### config.mk
export PLATFORM = sky130hd
export DESIGN_NAME = osc_meas_seq_flat
export DESIGN_NICKNAME = d
export VERILOG_FILES = /design/src/rtl/osc_meas_pkg.sv /design/src/rtl/osc_meas_seq_if.sv /design/src/rtl/osc_win_timer.sv /design/src/rtl/osc_meas_seq.sv /design/src/flat_wrapper.sv
export SDC_FILE = /design/constraint.sdc
export NUM_CORES = 1
export LEC_CHECK = 0
export CAP_MARGIN = 20
export CORE_MARGIN = 2
export CORE_UTILIZATION = 31
export DETAILED_ROUTE_END_ITERATION = 10
export PLACE_DENSITY_LB_ADDON = 0.3
export SYNTH_ARGS = -nofsm -noshare
export SYNTH_HDL_FRONTEND = slang
export SYNTH_SLANG_ARGS = --single-unit
export TNS_END_PERCENT = 30
### constraint.sdc
create_clock -name ref_clk -period 4.2 [get_ports ref_clk]
set_input_delay 0.84 -clock ref_clk [delete_from_list [all_inputs] [get_ports ref_clk]]
set_output_delay 0.84 -clock ref_clk [all_outputs]
set_load 0.03 [all_outputs]
### src/rtl/osc_meas_pkg.sv
// osc_meas_pkg: shared types and defaults for the oscillator
// measurement sequencer (state encoding, channel defaults).
package osc_meas_pkg;

    localparam int CNT_W_DEF = 32;
    localparam int N_CH_DEF  = 2;

    typedef enum logic [2:0] {
        ST_IDLE  = 3'd0,
        ST_GATE  = 3'd1,
        ST_LATCH = 3'd2,
        ST_SEND  = 3'd3,
        ST_HALT  = 3'd4
    } state_e;

    function automatic int max2(input int a, input int b);
        return (a > b) ? a : b;
    endfunction

endpackage

### src/rtl/osc_meas_seq_if.sv
// osc_meas_seq_if: counter-latch bus and UART frame handshake.
// master = sequencer (latch_req, tx_start, tx_data out);
// slave  = counters/UART (latch_ack, cnt_latch, tx_busy, tx_done out).
interface osc_meas_seq_if
    import osc_meas_pkg::*;
#(
    parameter int N_CH  = N_CH_DEF,
    parameter int CNT_W = CNT_W_DEF
) ();

    logic                    latch_req;
    logic [N_CH-1:0]         latch_ack;
    logic [N_CH*CNT_W-1:0]   cnt_latch;
    logic                    tx_start;
    logic [N_CH*CNT_W-1:0]   tx_data;
    logic                    tx_busy;
    logic                    tx_done;

    modport master (
        output latch_req,
        output tx_start,
        output tx_data,
        input  latch_ack,
        input  cnt_latch,
        input  tx_busy,
        input  tx_done
    );

    modport slave (
        input  latch_req,
        input  tx_start,
        input  tx_data,
        output latch_ack,
        output cnt_latch,
        output tx_busy,
        output tx_done
    );

endinterface

### src/rtl/osc_win_timer.sv
// osc_win_timer: loadable down-counter, saturates at zero.
// ports: ref_clk, rst, load_i/val_i (load), tc_o (count is zero).
module osc_win_timer #(
    parameter int TW = 8
) (
    input  logic          ref_clk,
    input  logic          rst,
    input  logic          load_i,
    input  logic [TW-1:0] val_i,
    output logic          tc_o
);

    logic [TW-1:0] cnt_q;
    logic [TW-1:0] cnt_d;

    always_comb begin
        cnt_d = cnt_q;
        if (load_i) begin
            cnt_d = val_i;
        end else if (cnt_q != '0) begin
            cnt_d = cnt_q - TW'(1);
        end
    end

    always_ff @(posedge ref_clk or posedge rst) begin
        if (rst) begin
            cnt_q <= '0;
        end else begin
            cnt_q <= cnt_d;
        end
    end

    assign tc_o = (cnt_q == '0);

endmodule

### src/rtl/osc_meas_seq.sv
// osc_meas_seq: gate/latch/send/halt sequencer for oscillator counters.
// ports: ref_clk, rst, enable, osc_rst, osc_halt, sample_idx, tmo_err, bus.
module osc_meas_seq
    import osc_meas_pkg::*;
#(
    parameter int GATE_CYC = 10_000_000,
    parameter int N_CH     = N_CH_DEF,
    parameter int CNT_W    = CNT_W_DEF,
    parameter int STP_SMPL = 30,
    parameter int HALT_WIN = 1,
    parameter int ACK_TMO  = 64,
    localparam int SIW = (STP_SMPL > 1) ? $clog2(STP_SMPL) : 1
) (
    input  logic           ref_clk,
    input  logic           rst,
    input  logic           enable,
    output logic           osc_rst,
    output logic           osc_halt,
    output logic [SIW-1:0] sample_idx,
    output logic           tmo_err,
    osc_meas_seq_if.master bus
);

    localparam int W        = N_CH * CNT_W;
    localparam int HALT_CYC = GATE_CYC * HALT_WIN;
    localparam int TMAX     = max2(HALT_CYC, max2(GATE_CYC, ACK_TMO));
    localparam int TW       = $clog2(TMAX + 1);

    // Timer is loaded with length-1 so tc marks the last cycle.
    localparam logic [TW-1:0] GATE_LD = TW'(GATE_CYC - 1);
    localparam logic [TW-1:0] ACK_LD  = TW'(ACK_TMO - 1);
    localparam logic [TW-1:0] HALT_LD = TW'(HALT_CYC - 1);
    localparam logic [SIW:0]  STP_LIM = (SIW + 1)'(STP_SMPL);

    state_e         state_q, state_d;
    logic [SIW-1:0] idx_q, idx_d;
    logic [SIW:0]   idx_inc;
    logic [W-1:0]   data_q, data_d;
    logic [W-1:0]   snap;
    logic           err_q, err_d;
    logic           started_q, started_d;
    logic           tx_start_c;
    logic           osc_rst_q, osc_halt_q, latch_req_q;
    logic           tmr_load;
    logic [TW-1:0]  tmr_val;
    logic           tmr_tc;

    osc_win_timer #(
        .TW (TW)
    ) u_tmr (
        .ref_clk (ref_clk),
        .rst     (rst),
        .load_i  (tmr_load),
        .val_i   (tmr_val),
        .tc_o    (tmr_tc)
    );

    // Unacked channels read as all-ones so a stuck
    // counter is visible in the frame.
    always_comb begin
        snap = '0;
        for (int c = 0; c < N_CH; c++) begin
            snap[c*CNT_W +: CNT_W] = bus.latch_ack[c]
                ? bus.cnt_latch[c*CNT_W +: CNT_W]
                : {CNT_W{1'b1}};
        end
    end

    assign idx_inc = {1'b0, idx_q} + (SIW + 1)'(1);

    always_comb begin
        state_d    = state_q;
        idx_d      = idx_q;
        data_d     = data_q;
        err_d      = err_q;
        started_d  = 1'b0;
        tx_start_c = 1'b0;
        tmr_load   = 1'b0;
        tmr_val    = '0;
        unique case (state_q)
            ST_IDLE: begin
                idx_d = '0;
                if (enable) begin
                    state_d  = ST_GATE;
                    tmr_load = 1'b1;
                    tmr_val  = GATE_LD;
                end
            end
            ST_GATE: begin
                if (!enable) begin
                    state_d = ST_IDLE;
                    idx_d   = '0;
                end else if (tmr_tc) begin
                    state_d  = ST_LATCH;
                    tmr_load = 1'b1;
                    tmr_val  = ACK_LD;
                end
            end
            ST_LATCH: begin
                if (&bus.latch_ack) begin
                    data_d  = snap;
                    state_d = ST_SEND;
                end else if (tmr_tc) begin
                    data_d  = snap;
                    err_d   = 1'b1;
                    state_d = ST_SEND;
                end
            end
            ST_SEND: begin
                // tx_done is only honoured once our start went out.
                tx_start_c = !started_q && !bus.tx_busy;
                started_d  = started_q || tx_start_c;
                if (started_q && bus.tx_done) begin
                    if (!enable) begin
                        state_d = ST_IDLE;
                        idx_d   = '0;
                    end else if (idx_inc == STP_LIM) begin
                        state_d  = ST_HALT;
                        idx_d    = '0;
                        tmr_load = 1'b1;
                        tmr_val  = HALT_LD;
                    end else begin
                        state_d  = ST_GATE;
                        idx_d    = idx_inc[SIW-1:0];
                        tmr_load = 1'b1;
                        tmr_val  = GATE_LD;
                    end
                end
            end
            ST_HALT: begin
                if (!enable) begin
                    state_d = ST_IDLE;
                    idx_d   = '0;
                end else if (tmr_tc) begin
                    state_d  = ST_GATE;
                    tmr_load = 1'b1;
                    tmr_val  = GATE_LD;
                end
            end
            default: begin
                state_d = ST_IDLE;
                idx_d   = '0;
            end
        endcase
    end

    // Control outputs are registered from the next state so
    // they line up with state_q without a decode glitch.
    always_ff @(posedge ref_clk or posedge rst) begin
        if (rst) begin
            state_q     <= ST_IDLE;
            idx_q       <= '0;
            data_q      <= '0;
            err_q       <= 1'b0;
            started_q   <= 1'b0;
            osc_rst_q   <= 1'b1;
            osc_halt_q  <= 1'b0;
            latch_req_q <= 1'b0;
        end else begin
            state_q     <= state_d;
            idx_q       <= idx_d;
            data_q      <= data_d;
            err_q       <= err_d;
            started_q   <= started_d;
            osc_rst_q   <= (state_d == ST_IDLE) ||
                           (state_d == ST_SEND) ||
                           (state_d == ST_HALT);
            osc_halt_q  <= (state_d == ST_HALT);
            latch_req_q <= (state_d == ST_LATCH);
        end
    end

    assign osc_rst       = osc_rst_q;
    assign osc_halt      = osc_halt_q;
    assign sample_idx    = idx_q;
    assign tmo_err       = err_q;
    assign bus.latch_req = latch_req_q;
    assign bus.tx_start  = tx_start_c;
    assign bus.tx_data   = data_q;

endmodule

### src/flat_wrapper.sv
// flat-port wrapper written by rule: the top's interface ports become plain ports
module osc_meas_seq_flat import osc_meas_pkg::*;
#(
    parameter int GATE_CYC = 10_000_000,
    parameter int N_CH     = N_CH_DEF,
    parameter int CNT_W    = CNT_W_DEF,
    parameter int STP_SMPL = 30,
    parameter int HALT_WIN = 1,
    parameter int ACK_TMO  = 64,
    localparam int SIW = (STP_SMPL > 1) ? $clog2(STP_SMPL) : 1
)
  (ref_clk, rst, enable, osc_rst, osc_halt, sample_idx, tmo_err, bus_latch_req, bus_tx_start, bus_tx_data, bus_latch_ack, bus_cnt_latch, bus_tx_busy, bus_tx_done);
  osc_meas_seq_if #(.N_CH(N_CH), .CNT_W(CNT_W)) bus_i ();
  input  logic ref_clk;
  input  logic rst;
  input  logic enable;
  output logic osc_rst;
  output logic osc_halt;
  output logic [SIW-1:0] sample_idx;
  output logic tmo_err;
  output wire logic [$bits(bus_i.latch_req)-1:0] bus_latch_req;
  output wire logic [$bits(bus_i.tx_start)-1:0] bus_tx_start;
  output wire logic [$bits(bus_i.tx_data)-1:0] bus_tx_data;
  input wire logic [$bits(bus_i.latch_ack)-1:0] bus_latch_ack;
  input wire logic [$bits(bus_i.cnt_latch)-1:0] bus_cnt_latch;
  input wire logic [$bits(bus_i.tx_busy)-1:0] bus_tx_busy;
  input wire logic [$bits(bus_i.tx_done)-1:0] bus_tx_done;
  assign bus_latch_req = bus_i.latch_req;
  assign bus_tx_start = bus_i.tx_start;
  assign bus_tx_data = bus_i.tx_data;
  assign bus_i.latch_ack = bus_latch_ack;
  assign bus_i.cnt_latch = bus_cnt_latch;
  assign bus_i.tx_busy = bus_tx_busy;
  assign bus_i.tx_done = bus_tx_done;
  osc_meas_seq #(.GATE_CYC(GATE_CYC), .N_CH(N_CH), .CNT_W(CNT_W), .STP_SMPL(STP_SMPL), .HALT_WIN(HALT_WIN), .ACK_TMO(ACK_TMO)) u_core (.ref_clk(ref_clk), .rst(rst), .enable(enable), .osc_rst(osc_rst), .osc_halt(osc_halt), .sample_idx(sample_idx), .tmo_err(tmo_err), .bus(bus_i));
endmodule
==> summary.md <==
| Metric | Value |
|---|---|
| Fmax | 0.326 GHz |
| Vias | 3,697 |
| Lkg Pwr | ~0.0028 uW |
| PnR Total Power | 4370 uW |
| Sequential area share after synthesis | about 48% |
| Endpoint type of the worst setup path | register |
| CP Data Arrival Time | about 3.3 ns |
| Final worst setup slack | 1.13 ns |
| Endpoints failing hold | 0 |
| GR Overflow Total | 0 |
| WL final | 12,300 um |
| Residual DRC | 0 |
| Cell Area, Synth | 0.00528 mm2 |
| Setup crit start | u_core.u_tmr.cnt_q[0]$_DFFE_PP0P_ |
| HPWL Detailed | 8740 um |
| Max Buffers Root-to-Sink | 2 |
| Total GRT Usage | 14.2% |
| Commonest cells after routing, fill and taps aside | 144 x clkdlybuf4s50_1, 100 x dfrtp_1, 60 x or2b_1, 60 x mux2_4, 22 x nor2_1 |
| Setup CP Type | register to register |
| Net Count, Synth | 502 |
| Pint | 2800 uW |
| Core ar. | 0.0166 mm2 |
| Synth area leader | dfrtp_1 |
| Post-synth top area share | between 40% and 50% |
| IO Port Bufs | 144 |
| CTS tree | done |
| Cells after Synth | 428 |
| Top post-synthesis cells by area | dfrtp_1 47%, mux2_4 17%, or2b_1 8.5% |
| Vias in the first global route | 3,927 |
| Pwr dens | 609 mW/mm2 |
| Die Wd | 135 um |
| CP max stage cell | or3b_1 |
| Die Y | 135 um |
| Crit Path Max Fanout | between 40 and 50 |
| RSZ-0062 raised after global routing | false |
| Initial antenna violation count | 0 |
| VDD IR max | about 0.32 mV |
| Post-CTS sizing | 0 |
| Ports | 145 |
| R2R Path Start | u_core.u_tmr.cnt_q[0]$_DFFE_PP0P_ |
| Psw | 1570 uW |
| Post-synthesis area per instance | 12.3 um2 |
| Site Rows | 47 |
| Final Max Tran Viols | 0 |
| Crit-path max cell delay | 0.48 ns |
| EDFF count, synth | 0 |
| Iteration count of the initial detailed-routing pass | 4 |
| CTS sink cnt | 101 |
| Met2 Track Usage GR | 22.7% |
| Vias/cell | 4.66 |
| Ys flop type | dfrtp_1 |
| Final non-filler cell total | 793 |
| Filler Cell Count | 1,526 |
| Cts hold-fix bufs | 0 |
| Max-Cap Viols | 0 |
| Pin count of the biggest net entering global routing | 60 |
| Final Wtd Congestion | 0.783 |
| Met3 usage | 3.90% |
| Sequential share of power | 34.7% |
| Slew Limit Headroom | 43.6% |
| Crit-path cells | inv_1, ha_1, or3b_1, nor4_4, nand3_4, a21boi_4, buf_12, mux2_2 |
| Worst clock skew | 0.00976 ns |
| Slew @ Worst Pin | 0.844 ns |
| Most common cell after layout, fill and taps aside | clkdlybuf4s50_1 |
| Initial DRC count | 143 |
| Synth warn | 0 |
| Status | complete, no violations |
| Post-CTS Setup Bufs | 0 |
| Initial Utilization | 31.7% |
| Fin crit share | 73.1% |
| Final-report setup violation count | 0 |
| Combinational share of power | a little under half |
| CTS buffer count | 9 |
| Fraction of power consumed by the clock network | 19.7% |
| Routed length per instance | 15.4 um |
| Synth unique cells | 55 |
| GR Layer Usage met1 | a little under a fifth |
| Gr busiest metal | met2 |
| Setup TNS | 0 ns |
| Number of H-tree levels | 3 |
| CTS Root Cell | clkbuf_16 |
| Share of layout cells above drive strength 1 | a little under a fifth |
| Crit start category | register |
| Fraction of registers with async set/reset | 100% |
| Worst hold path class | register to register |
| Die ar. | 0.0181 mm2 |
| Clk slew on worst S/H paths | 0.07 ns |
| Cells after DPL | 777 |
| Clk_lat worst skew | 0.35 ns |
| Area Overhead vs Synth | 35.8% |
| Dpl ws | 1.11 ns |
| Antenna viol nets, final | 0 |
| Nets | ~640 |
| Fin crit period | just over 3 ns |
| Diode count | 0 |
| First-pass GRT wire length | 20,500 um |
| Hold path startpoint | u_core.tmo_err$_DFFE_PP0P_ |
| Sw frac | 36.0% |
| Worst Path Required | roughly 4.4 ns |
| Synthesized flop and latch total | 101 |
[per-stage QoR]
step	utilization, %	cell area [um2]	hold WS (ns)
global route	43.1	7170	0.499
finish	43.1	7170	0.466
CTS	43.1	7170	0.472
detailed placement	41.2	6860	0.456
global placement	41.2	6860	0.459
floorplan	-	5280	0.490
[worst paths after layout]
check | end | slack [ns] | depth (start not counted)
max in group asynchronous | u_core.bus.tx_data[57]$_DFFE_PP0P_ | 2.52 | 3
worst min register to register | u_core.tmo_err$_DFFE_PP0P_ | 0.47 | 1
worst max register to register | u_core.bus.tx_data[52]$_DFFE_PP0P_ | 1.13 | 8
min in group asynchronous | u_core.bus.tx_data[3]$_DFFE_PP0P_ | 0.96 | 2
worst min-delay path | u_core.tmo_err$_DFFE_PP0P_ | 0.47 | 1
worst max-delay path | u_core.bus.tx_data[52]$_DFFE_PP0P_ | 1.13 | 8
[layout make-up]
cell class	instances	area [um2]	share of cell area, %
Timing Repair Buffer	150	1510	21.1
Tap cell	220	275	3.84
Inverter	6	25.0	0.349
Multi-Input combinational cell	300	2520	35.2
Clock buffer	11	243	3.38
Sequential cell	101	2530	35.3
Clock inverter	5	66.3	0.925
[state kept, by name (all words and copies together), names as in the netlist]
| signal | cells |
|---|---|
| u_core.bus.latch_req | 1 |
| u_core.bus.tx_data | 64 |
| u_core.osc_halt | 1 |
| u_core.osc_rst | 1 |
| u_core.sample_idx | 5 |
| u_core.started_q | 1 |
| u_core.state_q | 3 |
| u_core.tmo_err | 1 |
| u_core.u_tmr.cnt_q | 24 |
[logic make-up after synthesis]
group           synth area share [%]
buf+inv                         4.38
flops                           47.9
compound gates                  6.23
xor+xnor                        2.65
fa+ha+maj                      0.711
mux                             18.7
simple gates                    19.5
[synth_stat cells, types with 2 or more instances]
cell      instances
o31ai_1           3
a31oi_1           3
o32ai_1           2
a21o_1            3
or3_1             2
or2b_1           60
nor3_1           14
mux2i_1           3
mux2_2            5
buf_2             4
dfrtp_1         100
nor2_1           22
nor2b_1           3
or4_2             2
o21ai_0          18
clkbuf_1          8
a21oi_1          12
o21ai_1           2
mux2_4           60
inv_1             6
nor4_1            5
nand3_1           5
ha_1              3
xnor2_1           7
nand2b_1          8
or2_2             3
or4_1             6
nor3b_1           2
buf_12            7
xor2_1            9
nand2_1          17
[critical path: cells and delay by family (launching register included)]
kind                     cells  cell delay [ns]
multiplexers                 1             0.37
buffers and inverters        2             0.43
AO/OA/AOI/OAI                1             0.44
flip-flops                   1             0.42
AND/OR/NAND/NOR              3             1.15
adder cells (fa/ha/maj)      1             0.14
[metal layers]
layer | up-vias | part of all wire (%)
met5 | - | 0
met4 | 0 | 1.1
met3 | 10 | 5.8
met2 | 99 | 46
met1 | 1820 | 47
li1 | 1768 | -
[power by group through the flow]
stage	logic, uW	clock network, uW	registers [uW]
detailed placement	2010	0	1530
global placement	1990	0	1520
global route	2090	947	1560
floorplan	647	0	2080
CTS	2010	898	1520
finish	1990	862	1520
No activity file was read; power rests on OpenSTA's default activity.
